[src/rtl/agnus_chipbus_seq_pkg.sv]
`default_nettype none
// ============================================================================
//  agnus_chipbus_seq_pkg
//  Shared encodings and constants for the Agnus chip-bus cycle sequencer.
//  Revision: 1.0
// ============================================================================
package agnus_chipbus_seq_pkg;

    localparam logic [1:0] c_st_idle     = 2'd0;
    localparam logic [1:0] c_st_dma_busy = 2'd1;
    localparam logic [1:0] c_st_cpu_busy = 2'd2;

    localparam int          c_timeout_default = 15;
    localparam logic [15:0] c_bus_err_fill    = 16'hFFFF;

    // A CPU access with neither strobe set is treated as a full-word access.
    function automatic logic [1:0] cpu_be(input logic uds, input logic lds);
        return ({uds, lds} == 2'b00) ? 2'b11 : {uds, lds};
    endfunction

endpackage
`default_nettype wire

[src/rtl/agnus_chipbus_latch.sv]
`default_nettype none
// ============================================================================
//  agnus_chipbus_latch
//  Transaction capture register: selects DMA or CPU source on slot accept.
//  Revision: 1.0
// ============================================================================
module agnus_chipbus_latch
    import agnus_chipbus_seq_pkg::*;
#(
    parameter int AW = 20
) (
    input  logic          clk,
    input  logic          _reset,
    input  logic          i_load,
    input  logic          i_sel_dma,
    input  logic [AW-1:0] i_dma_address,
    input  logic [15:0]   i_dma_wdata,
    input  logic          i_dma_we,
    input  logic [AW-1:0] i_cpu_address,
    input  logic [15:0]   i_cpu_wdata,
    input  logic          i_cpu_we,
    input  logic          i_cpu_uds,
    input  logic          i_cpu_lds,
    output logic [AW-1:0] o_address,
    output logic [15:0]   o_wdata,
    output logic          o_we,
    output logic [1:0]    o_be
);

    logic [AW-1:0] r_address;
    logic [15:0]   r_wdata;
    logic          r_we;
    logic [1:0]    r_be;

    always_ff @(posedge clk or negedge _reset) begin
        if (!_reset) begin
            r_address <= '0;
            r_wdata   <= '0;
            r_we      <= 1'b0;
            r_be      <= 2'b00;
        end else if (i_load) begin
            if (i_sel_dma) begin
                r_address <= i_dma_address;
                r_wdata   <= i_dma_wdata;
                r_we      <= i_dma_we;
                r_be      <= 2'b11;
            end else begin
                r_address <= i_cpu_address;
                r_wdata   <= i_cpu_wdata;
                r_we      <= i_cpu_we;
                r_be      <= cpu_be(i_cpu_uds, i_cpu_lds);
            end
        end
    end

    assign o_address = r_address;
    assign o_wdata   = r_wdata;
    assign o_we      = r_we;
    assign o_be      = r_be;

endmodule
`default_nettype wire

[src/rtl/agnus_chipbus_seq.sv]
`default_nettype none
// ============================================================================
//  agnus_chipbus_seq
//  Per-slot chip-bus sequencer arbitrating Agnus DMA and CPU onto a req/ack port.
//  Revision: 1.0
// ============================================================================
module agnus_chipbus_seq
    import agnus_chipbus_seq_pkg::*;
#(
    parameter int TIMEOUT = c_timeout_default,
    parameter int AW      = 20
) (
    input  logic          clk,
    input  logic          _reset,
    input  logic          clk7_en,
    input  logic          dbr,
    input  logic          dbwe,
    input  logic [AW-1:0] dma_address,
    input  logic [15:0]   dma_wdata,
    input  logic          cpu_req,
    input  logic          cpu_we,
    input  logic [AW-1:0] cpu_address,
    input  logic [15:0]   cpu_wdata,
    input  logic          cpu_uds,
    input  logic          cpu_lds,
    output logic          cpu_ack,
    output logic [15:0]   cpu_rdata,
    output logic [15:0]   chip_rdata,
    output logic          mem_req,
    output logic          mem_we,
    output logic [AW-1:0] mem_address,
    output logic [15:0]   mem_wdata,
    output logic [1:0]    mem_be,
    input  logic          mem_ack,
    input  logic [15:0]   mem_rdata,
    output logic          bls,
    output logic          timeout_err
);

    localparam int             c_tw     = $clog2(TIMEOUT + 1);
    localparam logic [c_tw-1:0] c_tlimit = c_tw'(TIMEOUT - 1);

    logic [1:0]      r_state;
    logic [1:0]      w_state_next;
    logic [c_tw-1:0] r_tcnt;
    logic            r_cpu_ack;
    logic [15:0]     r_cpu_rdata;
    logic [15:0]     r_chip_rdata;
    logic            r_bls;
    logic            r_timeout_err;

    logic w_idle, w_in_dma, w_in_cpu;
    logic w_accept_dma, w_accept_cpu, w_load;
    logic w_overrun, w_done, w_timeout;

    assign w_idle       = (r_state == c_st_idle);
    assign w_in_dma     = (r_state == c_st_dma_busy);
    assign w_in_cpu     = (r_state == c_st_cpu_busy);
    assign w_accept_dma = w_idle & clk7_en & dbr;
    assign w_accept_cpu = w_idle & clk7_en & ~dbr & cpu_req;
    assign w_load       = w_accept_dma | w_accept_cpu;
    assign w_done       = ~w_idle & mem_ack;
    // A slot tick landing during a busy cycle is lost; it only ages the cycle.
    assign w_overrun    = ~w_idle & clk7_en;
    assign w_timeout    = w_overrun & ~mem_ack & (r_tcnt == c_tlimit);

    agnus_chipbus_latch #(.AW(AW)) u_latch (
        .clk           (clk),
        ._reset        (_reset),
        .i_load        (w_load),
        .i_sel_dma     (dbr),
        .i_dma_address (dma_address),
        .i_dma_wdata   (dma_wdata),
        .i_dma_we      (dbwe),
        .i_cpu_address (cpu_address),
        .i_cpu_wdata   (cpu_wdata),
        .i_cpu_we      (cpu_we),
        .i_cpu_uds     (cpu_uds),
        .i_cpu_lds     (cpu_lds),
        .o_address     (mem_address),
        .o_wdata       (mem_wdata),
        .o_we          (mem_we),
        .o_be          (mem_be)
    );

    always_ff @(posedge clk or negedge _reset) begin
        if (!_reset) r_state <= c_st_idle;
        else         r_state <= w_state_next;
    end

    always_comb begin
        w_state_next = r_state;
        case (r_state)
            c_st_idle: begin
                if (w_accept_dma)      w_state_next = c_st_dma_busy;
                else if (w_accept_cpu) w_state_next = c_st_cpu_busy;
            end
            c_st_dma_busy, c_st_cpu_busy: begin
                if (w_done || w_timeout) w_state_next = c_st_idle;
            end
            default: w_state_next = c_st_idle;
        endcase
    end

    always_comb begin
        mem_req = ~w_idle;
    end

    always_ff @(posedge clk or negedge _reset) begin
        if (!_reset) begin
            r_tcnt        <= '0;
            r_cpu_ack     <= 1'b0;
            r_cpu_rdata   <= 16'h0000;
            r_chip_rdata  <= 16'h0000;
            r_bls         <= 1'b0;
            r_timeout_err <= 1'b0;
        end else begin
            r_cpu_ack <= w_in_cpu & (w_done | w_timeout);

            if (w_load || w_timeout)
                r_tcnt <= '0;
            else if (w_overrun && !mem_ack)
                r_tcnt <= r_tcnt + 1'b1;

            if (w_timeout)
                r_timeout_err <= 1'b1;

            if (w_in_cpu && w_done && !mem_we)
                r_cpu_rdata <= mem_rdata;
            else if (w_in_cpu && w_timeout)
                r_cpu_rdata <= c_bus_err_fill;

            if (w_in_dma && w_done && !mem_we)
                r_chip_rdata <= mem_rdata;
            else if (w_in_dma && w_timeout)
                r_chip_rdata <= c_bus_err_fill;

            // bls tracks whether a waiting CPU lost this slot to DMA.
            if (clk7_en) begin
                if (!cpu_req || w_accept_cpu)
                    r_bls <= 1'b0;
                else if ((w_idle && dbr) || w_in_dma)
                    r_bls <= 1'b1;
            end
        end
    end

    assign cpu_ack     = r_cpu_ack;
    assign cpu_rdata   = r_cpu_rdata;
    assign chip_rdata  = r_chip_rdata;
    assign bls         = r_bls;
    assign timeout_err = r_timeout_err;

endmodule
`default_nettype wire

[config.mk]
export PLATFORM = sky130hd
export DESIGN_NAME = agnus_chipbus_seq
export DESIGN_NICKNAME = d
export VERILOG_FILES = /design/src/rtl/agnus_chipbus_seq_pkg.sv /design/src/rtl/agnus_chipbus_latch.sv /design/src/rtl/agnus_chipbus_seq.sv
export SDC_FILE = /design/constraint.sdc
export NUM_CORES = 1
export LEC_CHECK = 0
export CORE_MARGIN = 10
export CORE_UTILIZATION = 37
export DETAILED_ROUTE_END_ITERATION = 10
export GPL_ROUTABILITY_DRIVEN = 0
export HOLD_SLACK_MARGIN = 0.1
export PLACE_DENSITY = 0.77
export SLEW_MARGIN = 20
export SYNTH_ARGS = -nofsm -noshare
export SYNTH_HDL_FRONTEND = slang
export SYNTH_SLANG_ARGS = --single-unit
[constraint.sdc]
create_clock -name clk -period 1.8 [get_ports clk]
set_input_delay 0.18 -clock clk [delete_from_list [all_inputs] [get_ports clk]]
set_output_delay 0.18 -clock clk [all_outputs]
set_load 0.02 [all_outputs]
==> out/metrics.yaml <==
run_status:
  outcome: "completed"
clock_network:
  buffer_depth_of_the_longest_clock_path: 2
  tritoncts: "yes"
  clkLatencyLatePin_ps: 350
  clock-sinks: 80
  path_clk_slew_ps: 80
  numCtsBuffers: 9
  clock-root-buffer: "sky130_fd_sc_hd__clkbuf_8"
  htree_levels: 3
drt:
  drc: 0
  detailed_route_wire_length_per_cell_um: 16.7
  vias: 3401
  dr.pass1.iters: 4
  detail_route.iter0.violations: 171
  totalWireLength_um: 11600
  route.detailed.vias_per_inst: 4.91
  antenna_viol_nets_final: 0
global_routing:
  pin_count_of_the_biggest_net_entering_global_routing: 53
  globalRouteMet3Util_pct: 8.03
  gr-total-overflow: 0
  globalRouteMet1Util_pct: 18.3
  met2_usage_pct: 25.9
  grt_first_pass_wirelength_um: 18600
  antenna_violations_before_repair: 0
  globalRoute.busiestLayer: "met2"
  grtUsageTotal_pct: 16.0
  grt_pass1_vias: 3665
timing:
  worst-slew-pin-transition_ps: 416
  rsz0062_at_grt: "no"
  clock_skew_ps: 8.16
  period_share_pct: 94.5
  drv_slew: 0
  max_slew_margin_pct: 71.9
  hold_violations: 0
  fmax_mhz: 588
  setup_total_negative_slack_ps: 0
  fin_hold_ws_ps: 223
  setup_violations: 0
  finalWorstPathRequiredPeriod_ps: 1700
floorplan:
  boundaryPins: 173
  std_cell_rows: 36
  dieArea_um2: 14200
  initial_core_utilization_pct: 37.6
  fp.dieW_um: 119
  fp.dieH_um: 119
  fp.coreArea_um2: 9680
critical_path:
  critical_path_required_ps: 2070
  worstReg2RegStart: "r_state[0]"
  endpoint_kind: "flip-flop"
  worstPathArrival_ps: 1970
  cp_max_fo: 10
  path_class: "reg2reg"
  critical_path.startpoint_type: "flip-flop"
  timing.reg2reg.setup_slack_ps: 100
  worst_r2r_endpoint: "cpu_rdata[12]"
  timing.reg2reg.worst_path_depth: 7
job:
  maxCapViolations: 0
final_layout:
  area_overhead_of_the_layout_relative_to_synthesis_pct: 61.4
  final_core_util_pct: 60.8
  antenna-diode-count: 0
  share_of_post_route_cells_with_drive_strength_above_1_pct: 8.05
  fin_nets: 658
  leading_cell_type_in_the_layout_fill_and_taps_excluded: "sky130_fd_sc_hd__clkdlybuf4s50_1"
  final.fill_count: 810
  commonest_cells_after_routing_fill_and_taps_aside: "169 x sky130_fd_sc_hd__clkdlybuf4s50_1, 79 x sky130_fd_sc_hd__dfrtp_1, 66 x sky130_fd_sc_hd__nor2_1"
placement:
  dp_hpwl_um: 9040
  io_buffers: 172
worst_hold_path:
  min-delay-path-class: "in2async"
logic_synthesis:
  synth_cell_type_count: 33
  synth-seq-cells: 80
  synthAdderAreaFrac_pct: 2.06
  total_nets_after_synthesis: 480
  synth_mux_area_share_pct: 10.2
  synth-simple-area-share_pct: 15.9
  share_of_the_synthesized_area_in_compound_gates_ao_oa_aoi_oai_pct: 13.2
  postSynthAreaPerCell_um2: 9.70
  synth-warning-count: 0
  dominant_combinational_cell_family_by_area_after_synthesis: "simple AND/OR/NAND/NOR gates"
  netlist_instances: 376
  syn-cell-area_um2: 3650
  sequential_fraction_of_the_synthesis_area_pct: 54.9
  synthXorXnorAreaFrac_pct: 0
power_and_ir_drop:
  static-leakage-power_nw: 2.59
  powerDensity_nw_per_um2: 1550
  power.ir.vdd_worst_v: 0.000627
==> worst max-delay path, stage by stage, from the launching register on <==
cell and delay (ps):
sky130_fd_sc_hd__dfrtp_1 390, sky130_fd_sc_hd__inv_1 90, sky130_fd_sc_hd__ha_1 220, sky130_fd_sc_hd__buf_6 160
sky130_fd_sc_hd__nor4bb_4 370, sky130_fd_sc_hd__buf_6 190, sky130_fd_sc_hd__nor2_1 50, sky130_fd_sc_hd__a21oi_1 150
==> metal layers <==
layer  vias to the layer above  share of wire [%]  wire, µm
met5                         -                  0         0
met4                         0               0.87       100
met3                         9                 12      1400
met2                       163                 47      5430
met1                      1591                 40      4630
li1                       1638                  -         -
==> how the worst max path moves through the flow <==
stage,start,end,depth (start not counted)
floorplan,r_state[1],chip_rdata[0],8
global placement,clk7_en,r_tcnt[3],4
detailed placement,r_state[0],chip_rdata[1],7
CTS,r_state[0],chip_rdata[2],7
global route,r_state[0],cpu_rdata[2],7
finish,r_state[0],cpu_rdata[12],7
==> cell usage after synthesis (all sizes together) <==
cell     instances  area share (%)
and4b            1            0.27
o211ai           4            0.82
mux2i           37              10
o21ai           39             5.4
clkbuf          13             1.3
a41oi            2            0.48
and3             1            0.17
a31oi            1            0.17
inv              6            0.62
a21o             1            0.21
o22a             1            0.24
a2bb2oi          1            0.24
nand2           42             4.3
and3b            1            0.24
nand4            1            0.17
o22ai            1            0.17
nand3b           1            0.21
nor2            66             6.8
or3b             1            0.24
nor4bb           2            0.55
a21oi           37             5.1
or3              3            0.51
buf             13             1.8
nand3            8             1.1
o21a             2            0.41
nor3b            2            0.55
nand4bb          2            0.62
dfrtp           80              55
ha               6             2.1
and2             1            0.17
==> where the power goes <==
group	internal, mW	switching [mW]	leakage, nW
Combinational	2.24	2.35	1.52
Sequential	2.64	0.529	0.969
Clock	0.692	0.676	0.101
Total	5.57	3.56	2.59
==> what timing repair did <==
| action | CTS | global route |
|---|---|---|
| pin swaps | 0 | 5 |
| hold endpoints to repair | 80 | 0 |
| hold buffers | 1 | 0 |
| gates cloned | 0 | 2 |
| gates resized for setup | 1 | 22 |
| setup buffers | 0 | 2 |
| endpoints found under the setup margin | 1 | 36 |
==> sequential cells by signal, indices dropped and copies added (netlist names) <==
name / cells
r_state: 2
u_latch.o_wdata: 16
bls: 1
u_latch.o_we: 1
cpu_rdata: 16
r_tcnt: 4
u_latch.o_address: 20
chip_rdata: 16
cpu_ack: 1
u_latch.o_be: 2
timeout_err: 1
==> cell families (layout without fill, tap and decap cells) <==
logic type                 count (synthesis)  in the layout
muxes                                     37             37
and+or+nand+nor                          132            132
buffers and inverters                     32            215
adders and majority gates                  6              6
AOI/OAI and AO/OA                         89             89
DFF                                       80             80
==> final cells by class <==
class                           count  area, µm²  area share [%]
Clock buffer                       11        141            2.40
Multi-Input combinational cell    264       1560            26.4
Clock inverter                      5       63.8            1.08
Tap cell                          133        166            2.83
Sequential cell                    80       2000            34.0
Timing Repair Buffer              193       1930            32.8
Inverter                            6       22.5           0.383
==> stage by stage <==
stage | power [mW] | instances | instance area (µm²) | setup slack (ps)
6_report | 9.13 | 692 | 5890 | 99.1
5_1_grt | 9.75 | 692 | 5890 | 5.75
4_1_cts | 9.14 | 688 | 5800 | 31.8
3_5_place_dp | 7.77 | 671 | 5580 | 43.5
3_3_place_gp | 7.61 | 671 | 5580 | 108
2_1_floorplan | 5.30 | 376 | 3650 | 68.8
(Power assumes the default switching activity.)
